[src/rtl/sprite_blitter.sv]
// Sprite-to-framebuffer blitter: streams a sprite from a sync-read ROM into the framebuffer write port,
// clipping off-screen pixels. Optional colour-key skipping is enabled with `BLIT_TRANSPARENCY_EN.
module sprite_blitter #(
    parameter int DATA_WIDTH     = 13,
    parameter int FB_ADDR_WIDTH  = 15,
    parameter int FB_WIDTH       = 256,
    parameter int FB_HEIGHT      = 128,
    parameter int SPR_W          = 32,
    parameter int SPR_H          = 32,
    parameter int SPR_ADDR_WIDTH = 10,
    parameter logic [DATA_WIDTH-1:0] TRANSPARENT = 13'h0000
) (
    input  logic                          clk,
    input  logic                          rst,
    input  logic                          start,
    input  logic [$clog2(FB_WIDTH)-1:0]   x,
    input  logic [$clog2(FB_HEIGHT)-1:0]  y,
    output logic                          busy,
    output logic                          done,
    output logic [SPR_ADDR_WIDTH-1:0]     spr_addr,
    input  logic [DATA_WIDTH-1:0]         spr_data,
    output logic                          fb_we,
    output logic [FB_ADDR_WIDTH-1:0]      fb_addr,
    output logic [DATA_WIDTH-1:0]         fb_wdata
);

    localparam int XW = $clog2(FB_WIDTH);
    localparam int YW = $clog2(FB_HEIGHT);
    localparam int CW = $clog2(SPR_W);
    localparam int RW = SPR_ADDR_WIDTH - CW;
    localparam logic [SPR_ADDR_WIDTH-1:0] LAST_ADDR = SPR_ADDR_WIDTH'(SPR_W * SPR_H - 1);

    if (FB_WIDTH * FB_HEIGHT != 2 ** FB_ADDR_WIDTH || XW + YW != FB_ADDR_WIDTH) begin : g_bad_fb
        $error("sprite_blitter: framebuffer geometry does not match FB_ADDR_WIDTH");
    end
    if (SPR_W * SPR_H != 2 ** SPR_ADDR_WIDTH || $bits(TRANSPARENT) != DATA_WIDTH) begin : g_bad_spr
        $error("sprite_blitter: sprite geometry or colour key width mismatch");
    end

    typedef enum logic [1:0] {IDLE, FETCH, DRAIN} state_t;

    state_t              state, state_n;
    logic                issue;
    logic [XW-1:0]       x_l;
    logic [YW-1:0]       y_l;
    logic                v1;
    logic [RW-1:0]       r1;
    logic [CW-1:0]       c1;
    logic [XW:0]         tx;
    logic [YW:0]         ty;
    logic                on_screen;
    logic                opaque;

    // State register
    always_ff @(posedge clk) begin
        if (rst) state <= IDLE;
        else     state <= state_n;
    end

    // Next-state logic; DRAIN ends once the last pixel has left the address-align stage
    always_comb begin
        state_n = state;
        case (state)
            IDLE:    if (start) state_n = FETCH;
            FETCH:   if (spr_addr == LAST_ADDR) state_n = DRAIN;
            DRAIN:   if (!v1) state_n = IDLE;
            default: state_n = IDLE;
        endcase
    end

    // FSM outputs
    always_comb begin
        busy  = (state != IDLE);
        issue = (state == FETCH);
    end

    assign tx        = {1'b0, x_l} + (XW + 1)'(c1);
    assign ty        = {1'b0, y_l} + (YW + 1)'(r1);
    assign on_screen = (tx < (XW + 1)'(FB_WIDTH)) && (ty < (YW + 1)'(FB_HEIGHT));

`ifdef BLIT_TRANSPARENCY_EN
    assign opaque = (spr_data != TRANSPARENT);
`else
    assign opaque = 1'b1;
`endif

    // Address issue, row/column alignment stage, and registered write stage
    always_ff @(posedge clk) begin
        if (rst) begin
            spr_addr <= '0;
            x_l      <= '0;
            y_l      <= '0;
            v1       <= 1'b0;
            r1       <= '0;
            c1       <= '0;
            fb_we    <= 1'b0;
            fb_addr  <= '0;
            fb_wdata <= '0;
            done     <= 1'b0;
        end else begin
            done <= (state == DRAIN) && !v1;
            v1   <= issue;
            r1   <= spr_addr[SPR_ADDR_WIDTH-1:CW];
            c1   <= spr_addr[CW-1:0];
            if (state == IDLE && start) begin
                x_l      <= x;
                y_l      <= y;
                spr_addr <= '0;
            end else if (issue && spr_addr != LAST_ADDR) begin
                spr_addr <= spr_addr + 1'b1;
            end
            fb_we <= v1 && on_screen && opaque;
            if (v1) begin
                fb_addr  <= FB_ADDR_WIDTH'({ty[YW-1:0], tx[XW-1:0]});
                fb_wdata <= spr_data;
            end
        end
    end

endmodule

[config.mk]
export PLATFORM = sky130hd
export DESIGN_NAME = sprite_blitter
export DESIGN_NICKNAME = d
export VERILOG_FILES = /design/src/rtl/sprite_blitter.sv
export SDC_FILE = /design/constraint.sdc
export NUM_CORES = 1
export LEC_CHECK = 0
export ABC_AREA = 1
export BUFFER_PORTS_ARGS = -buffer_cell sky130_fd_sc_hd__buf_2
export CORE_MARGIN = 2
export CORE_UTILIZATION = 40
export CTS_CLUSTER_SIZE = 12
export DETAILED_ROUTE_END_ITERATION = 12
export PLACE_DENSITY = 0.69
export SETUP_SLACK_MARGIN = 0.2
export SYNTH_ARGS = -nofsm -noshare
export SYNTH_HDL_FRONTEND = slang
export SYNTH_SLANG_ARGS = --single-unit
[constraint.sdc]
create_clock -name clk -period 1.85 [get_ports clk]
set_clock_uncertainty 0.1 [all_clocks]
set_input_delay 0.37 -clock clk [delete_from_list [all_inputs] [get_ports clk]]
set_output_delay 0.37 -clock clk [all_outputs]
set_load 0.01 [all_outputs]
# [Word-level counts from Yosys, hierarchy flattened]
# Index checks and enable logic that the tools add are counted.
[op_classes] addsub=3 magnitude_cmp=2 eq_ne=7 mux=4 n_reduce_logical=10
[op_table] op="$add A10 B1 Y10 const B" n=1
[op_table] op="$eq A10 B10 Y1 const B" n=1
[op_table] op="$ne A10 B10 Y1 const B" n=1
[op_table] op="$add A8 B5 Y9" n=1
[op_table] op="$lt A9 B9 Y1 const B" n=1
[op_table] op="$add A7 B5 Y8" n=1
[op_table] op="$lt A8 B8 Y1 const B" n=1
[op_table] op="$mux W2" n=3
[op_table] op="$pmux W2 S3" n=1
[op_table] op="$logic_and A1 B1 Y1" n=5
[op_table] op="$ne A2 B2 Y1 const B" n=2
[op_table] op="$reduce_and A3 Y1" n=1
[op_table] op="$eq A2 B1 Y1 const B" n=1
[op_table] op="$eq A2 B2 Y1 const B" n=1
[op_table] op="$logic_not A2 Y1" n=1
[op_table] op="$ne A2 B1 Y1 const B" n=1
[op_table] op="$reduce_bool A2 Y1" n=1
[op_table] op="$reduce_or A2 Y1" n=1
[op_table] op="$logic_not A1 Y1" n=1
[totals] reg_bits=68 inputBits=31 output_inout_bits=41 elab_cells=37

# [Logic depth before layout (Yosys ltp)]
# Gate-level depths: netlist (run 1).
[depth] depth_word=4 ltp_mapped=9 mapped_depth_nobuf=9

# [Least setup slack after synthesis (run 1)]
# No wires, ideal clock.
[synth_timing] path_type="register -> register" start="register x_l[0]" end="register fb_addr[6]" setup_ps=122 arrival_time_ps=1306 required_ps=1628 slack_ps=322 path_stages_with_launch=9 n_path_buf=0 synth_period_minus_slack_ps=1528 path_cell_list="dfxtp_1 ha_1 fa_1 nand3_1 nand2_1 nand2_1 nand3_1 nand2_1 o21ai_0"
[synth_between] elab_chain_cells=1
[synth_lines] element="start, declared" line="44" rtl="logic [XW-1:0] x_l;"
[synth_lines] element="start signal, assigned" line="91" rtl="x_l <= '0;"
[synth_lines] element="start signal, assigned" line="106" rtl="x_l <= x;"
[synth_lines] element="$add A8 B5 Y9" line="77" rtl="assign tx = {1'b0, x_l} + (XW + 1)'(c1);"
[synth_lines] element="end signal, assigned" line="114" rtl="fb_addr <= FB_ADDR_WIDTH'({ty[YW-1:0], tx[XW-1:0]});"
[synth_lines] element="end, declared" line="23" rtl="output logic [FB_ADDR_WIDTH-1:0] fb_addr,"
# No other way between the ends.
# A chain may end at the register's enable or synchronous reset.

# [Worst setup path in the final report (run 1)]
[layout_timing] start="register spr_addr[0]" end="register spr_addr[4]"
[layout_between] elab_chain_cells=2 word_cells_on_any_way=3 cone_classes="add/sub (1); eq/ne (1); reduce/logical (1)"
[layout_lines] element="start, declared" line="20" rtl="output logic [SPR_ADDR_WIDTH-1:0] spr_addr,"
[layout_lines] element="start signal, assigned" line="110" rtl="spr_addr <= spr_addr + 1'b1;"
[layout_lines] element="parallel branches: the longest is 2 deep, another holds $add A10 B1 Y10"
# Several ways; the timed one is not identified.

==> out/results.ini, run 1 <==
[run_status]
status=finished clean

[timing]
finalHoldViolCount=0
tightest_slew_ps=343.1
drv_slew=0
setup_violations=0
fmax_ghz=0.6541
rsz0062_at_grt=no
slew_headroom=0.7710
period_needed_ps=1529
tns_ps=0
final.period_utilization=0.8264

[floorplan]
start_util=0.4168
num_io_pins=72
die_y_um=88.38
core_sq_um=6832
row_count=30
die_w_um=88.38
dieArea_sq_um=7810

[worst_setup_path]
startpoint_type=flop
ff2ff_setup_slack_ps=320
worstSetupPathType=flop to flop
reg2reg_to=spr_addr[4]
path_max_fanout=10
endpoint_kind=flop
cp.arrival_ps=1700
r2r_start=spr_addr[0]
cp.required_ps=2020
worstRegToRegCells=7

[routing]
finalWirelength_um=6563
drc=0
firstDrtPassIters=4
antenna_left=0
vias=2536
drt_iter0_drc=74
via_per_inst=4.785
wire_per_inst_um=12.38

[clock_network]
cts_tree=done
cts_buffers=9
clkLatencyLatePin_ps=340
post_cts_buffers=0
cts_htree_levels=3
cts.hold.buffers_added=0
clk_pin_slew_ps=70
cts_root_buf=clkbuf_8
cts_num_sinks=68
cts_max_path_buffers=2
post_cts_resize_count=5

[layout]
fill_cells=679
layoutNonFillerInstCount=530
multi_input_area_sq_um=1373
regArea_sq_um=1364
antenna_cells=0
num-nets-final=473
synthToLayoutAreaGrowth_pct=27.42
drive_above_1_share=0.2558

[synth]
seq_area_frac_synth=0.4780
synthCells=351
yosysUniqueCellTypes=28
synth_fp_nets=395
netlist_area_sq_um=2848
yosysWarningCount=0
synth-seq-cells=68
avgSynthCellArea_sq_um=8.113

[global_route]
antenna_found_initial=1
overflow=0
grt_max_degree=23
grt_first_pass_wirelength_um=10810
grt_use_total=0.1792
grt_pass1_vias=2465

[placed_design]
place.gp.congestion=0.8767
dp_hpwl_um=4775
dpl.cell_count=514
port-buffer-count=71

[hold_path]
hold_path.class=input pin to flop
hold_path_depth=2
whs_endpoint=fb_wdata[4]
hp-start=spr_data[4]

[power_and_ir_drop]
p_leak_nw=1.727
vdd_drop_max_v=0.0003782
power.density_nw_per_um2=937.7

[job]
max_cap_violations=0

==> area by class of cell <==
type | instances | area share
multi-input combinational | 244 | 0.3783
sequential | 68 | 0.3759
timing repair buffer | 78 | 0.1124
clock buffer | 11 | 0.04172
tap | 96 | 0.03310
clock inverter | 5 | 0.02966
inverter | 28 | 0.02897
==> Yosys cell counts <==
| cell type | n | share of area |
|---|---|---|
| ha_1 | 11 | 0.048 |
| nor3_4 | 1 | 0.0057 |
| nand3_2 | 1 | 0.0035 |
| nand3_1 | 17 | 0.030 |
| inv_1 | 28 | 0.037 |
| a22o_1 | 17 | 0.052 |
| fa_1 | 2 | 0.014 |
| o21ai_1 | 1 | 0.0018 |
| nand3b_1 | 2 | 0.0053 |
| xor2_1 | 4 | 0.012 |
| buf_2 | 8 | 0.014 |
| nand2_1 | 101 | 0.13 |
| nand2_4 | 1 | 0.0040 |
| nor2_2 | 1 | 0.0022 |
| nor2_1 | 31 | 0.041 |
| a21oi_1 | 26 | 0.046 |
| and3_1 | 1 | 0.0022 |
| clkbuf_1 | 1 | 0.0013 |
| nor2_4 | 1 | 0.0040 |
| o21ai_0 | 7 | 0.012 |
| dfxtp_1 | 68 | 0.48 |
| buf_1 | 2 | 0.0026 |
| a21oi_2 | 1 | 0.0031 |
| nand4_1 | 6 | 0.013 |
| a211oi_1 | 5 | 0.013 |
| o211ai_1 | 1 | 0.0026 |
| xnor2_1 | 5 | 0.015 |
| or2_2 | 1 | 0.0022 |
==> per-stage QoR <==
stage               setup slack, ps  power [mW]  hold WS [ps]  area (sq um)    util
floorplan                     321.9       1.776         348.8          2848       -
global placement              258.7       1.893         333.0          3329  0.4874
detailed placement            171.7       1.899         335.9          3329  0.4874
CTS                           244.4       3.434         120.6          3603  0.5275
global route                  217.6       3.552         125.8          3628  0.5311
finish                        321.1       3.402         133.0          3628  0.5311
==> sequential cells by signal, indices dropped and copies added, names as in the netlist <==
register	cells
y_l	7
r1	5
done	1
v1	1
fb_wdata	13
fb_addr	15
c1	5
fb_we	1
state	2
spr_addr	10
x_l	8
==> worst max path at each step <==
stage / startpoint / end / slack, ps / cells past startpoint
after global placement: x_l[0] / fb_addr[6] / 260 / 8
after global routing: x_l[0] / fb_addr[6] / 220 / 8
after floorplan: x_l[0] / fb_addr[6] / 320 / 8
after CTS: spr_addr[0] / spr_addr[4] / 240 / 7
after detailed placement: spr_addr[0] / spr_addr[4] / 170 / 6
final: spr_addr[0] / spr_addr[4] / 320 / 7
==> layer usage <==
metal / share of wire / routed length, um / global-route usage
met1: 0.46 / 3044 / 0.2132
met2: 0.46 / 2990 / 0.3014
met3: 0.068 / 444 / 0.05970
met4: 0.013 / 83 / 0.06612
met5: 0 / 0 / 0
==> kinds of logic after synthesis <==
kind of cell | Yosys count | share of synthesized area
AOI/OAI and AO/OA | 58 | 0.1309
DFF | 68 | 0.4780
xor gates and xnor gates | 9 | 0.02768
buffers and inverters | 39 | 0.05492
adders and majority gates | 13 | 0.06239
and+or+nand+nor | 164 | 0.2460
==> cell usage in the layout (no fill, tap or decap), types with 9 or more instances in the layout <==
cell type  synthesis  layout
nand3_1           17      17
ha_1              11       9
a21oi_1           26      26
buf_2              8      71
clkbuf_8           0      11
inv_1             28      28
nand2_1          101     100
nor2_1            31      28
a22o_1            17      17
dfxtp_1           68      66
==> worst max-delay path, stage by stage (launching register included) <==
cell,delay [ps]
dfxtp_2,410
ha_4,180
nand3_2,130
nor2_4,160
nand2_1,110
nand2_4,140
nand2_1,70
a21oi_1,170
==> report_power, final <==
part / switching, mW / internal (mW)
Clock: 0.556 / 0.973
Combinational: 0.181 / 0.124
Sequential: 0.0453 / 1.52
Note: power is estimated with default switching activity, not from simulation.
==> inputs of run 2 (changes only) <==
--- a/config.mk
+++ b/config.mk
@@ -11,7 +11,7 @@
 export CORE_UTILIZATION = 40
 export CTS_CLUSTER_SIZE = 12
 export DETAILED_ROUTE_END_ITERATION = 12
-export PLACE_DENSITY = 0.69
+export PLACE_DENSITY = 0.71
 export SETUP_SLACK_MARGIN = 0.2
 export SYNTH_ARGS = -nofsm -noshare
 export SYNTH_HDL_FRONTEND = slang
==> constraint.sdc (replaced) <==
create_clock -name clk -period 1.2 [get_ports clk]
set_clock_uncertainty 0.1 [all_clocks]
set_input_delay 0.24 -clock clk [delete_from_list [all_inputs] [get_ports clk]]
set_output_delay 0.24 -clock clk [all_outputs]
set_load 0.01 [all_outputs]
==> out/results.ini, run 2 (same netlist as run 1, synthesis figures left out) <==
[run_status]
status=complete, but fails checks
violations=negative setup slack

[global_route]
grtUsageMet3=0.06903
top_usage_layer=met2
grt_pass1_vias=3112
met1_usage=0.3123
antenna_found_initial=0
use_met2=0.4518
grt_use_total=0.2613
overflow=0
grt_max_degree=15
grt_first_pass_wirelength_um=15340

[power_and_ir_drop]
cellInternalPower_mw=3.635
seqPwrFrac=0.460
swShare=0.3144
vdd_drop_max_v=0.0005765
power.density_nw_per_um2=991.1
p_leak_nw=2.329
totalPowerFinal_mw=5.301
combPwrFrac=0.201
power.switching_mw=1.667
pwr-share-clk=0.339

[worst_setup_path]
startpoint_type=flop
cp.arrival_ps=1660
worstSetupPathType=flop to flop
path_max_fanout=3
cp_slowest_stage_delay_ps=360
path_buf_inv=0
cp.required_ps=1350
endpoint_kind=flop
path_cells=ha_4 > fa_2 > nand3_2 > nand2_2 > nand2_2 > nand3_2 > nand2_1 > o21ai_1
cpMaxStageDelayCell=fa_2
critPathTopFamily=adder cells

[placed_design]
port-buffer-count=71
place.gp.congestion=0.8260
place_area_sq_um=3860
dpl.cell_count=555
dp_hpwl_um=5426

[clock_network]
cts_tree=done
cts_htree_levels=3
cts_buffers=9
clk_pin_slew_ps=90
cts_num_sinks=68
cts_max_path_buffers=2
clkLatencyLatePin_ps=360
cts_root_buf=clkbuf_8

[layout]
top_regs=fb_addr (15), fb_wdata (13), spr_addr (10)
final_area_sq_um=5349
largest_reg_flops=15
antenna_cells=0
drive_above_1_share=0.6358
layout_commonest_cell=nand2_1
synthToLayoutAreaGrowth_pct=87.83
most-common-layout-cells=nand2_1 (73), buf_6 (63), dfxtp_2 (47)
num-nets-final=558
layoutNonFillerInstCount=615
top_register=fb_addr

[floorplan]
die_y_um=88.38
die_w_um=88.38
row_count=30
dieArea_sq_um=7810
start_util=0.4168
num_io_pins=72
core_sq_um=6832

[routing]
vias=3334
antenna_left=0
drt_iter0_drc=230
wire_per_inst_um=18.93
finalWirelength_um=11640
via_per_inst=5.421
firstDrtPassIters=5
drc=0

[timing]
setup_ws_ps=-304.4
final.period_utilization=1.254
period_needed_ps=1504
fmax_ghz=0.6647
finalHoldViolCount=0
tightest_slew_ps=280.9
setup_violations=48
drv_slew=0
slew_headroom=0.8120
rsz0062_at_grt=yes
whs_ps=19.97
tns_ps=-6443

[job]
max_cap_violations=0

[hold_path]
hold_path.class=input pin to flop

==> run 2: power by group through the flow <==
stage               registers, mW  logic (mW)  clock network, mW
CTS                          2.42       0.884               1.74
floorplan                    2.47       0.327                  0
finish                       2.44        1.07               1.80
global placement             2.45       0.590                  0
global route                 2.44        1.12               1.91
detailed placement           2.46       0.600                  0
==> run 2: per-layer routing <==
| metal | routed length (um) | share of wire | vias up |
|---|---|---|---|
| li1 | - | - | 1489 |
| met1 | 4401 | 0.38 | 1609 |
| met2 | 6025 | 0.52 | 178 |
| met3 | 638 | 0.055 | 58 |
| met4 | 574 | 0.049 | 0 |
| met5 | 0 | 0 | - |
==> run 2: layout make-up <==
cell class | instances | area, sq um
Timing Repair Buffer | 161 | 1500
Clock buffer | 9 | 123.9
Sequential cell | 68 | 1454
Tap cell | 96 | 120.1
Inverter | 28 | 117.6
Fill cell | 400 | 1483
Multi-Input combinational cell | 246 | 1982
Clock inverter | 7 | 51.30
==> run 2: worst reg2reg max path: stages, from the launching register on <==
cell     delay (ps)
dfxtp_2         340
ha_4            170
fa_2            360
nand3_2          80
nand2_2          70
nand2_2         100
nand3_2          60
nand2_1          70
o21ai_1          50
==> run 2: through the flow <==
stage | utilization | setup slack, ps
floorplan | - | -212.9
global placement | 0.5650 | -228.7
detailed placement | 0.5650 | -267.5
CTS | 0.7322 | -240.1
global route | 0.7830 | -381.9
finish | 0.7830 | -304.4
==> run 2: worst paths after layout <==
path	startpoint	slack (ps)	end	cells after the start
worst max-delay path	x_l[0]	-300	fb_addr[6]	8
worst min-delay path	x[3]	20	x_l[3]	3
worst max register to register	x_l[0]	-300	fb_addr[6]	8
worst min register to register	fb_addr[14]	350	fb_addr[14]	2
==> run 2: what timing repair did <==
| item | CTS | global route |
|---|---|---|
| hold buffers | 13 | 0 |
| pin swaps | 30 | 32 |
| setup buffers | 18 | 8 |
| endpoints found under the hold margin | 13 | 0 |
| endpoints found under the setup margin | 98 | 99 |
| resized for setup | 160 | 66 |
| cloned | 5 | 0 |
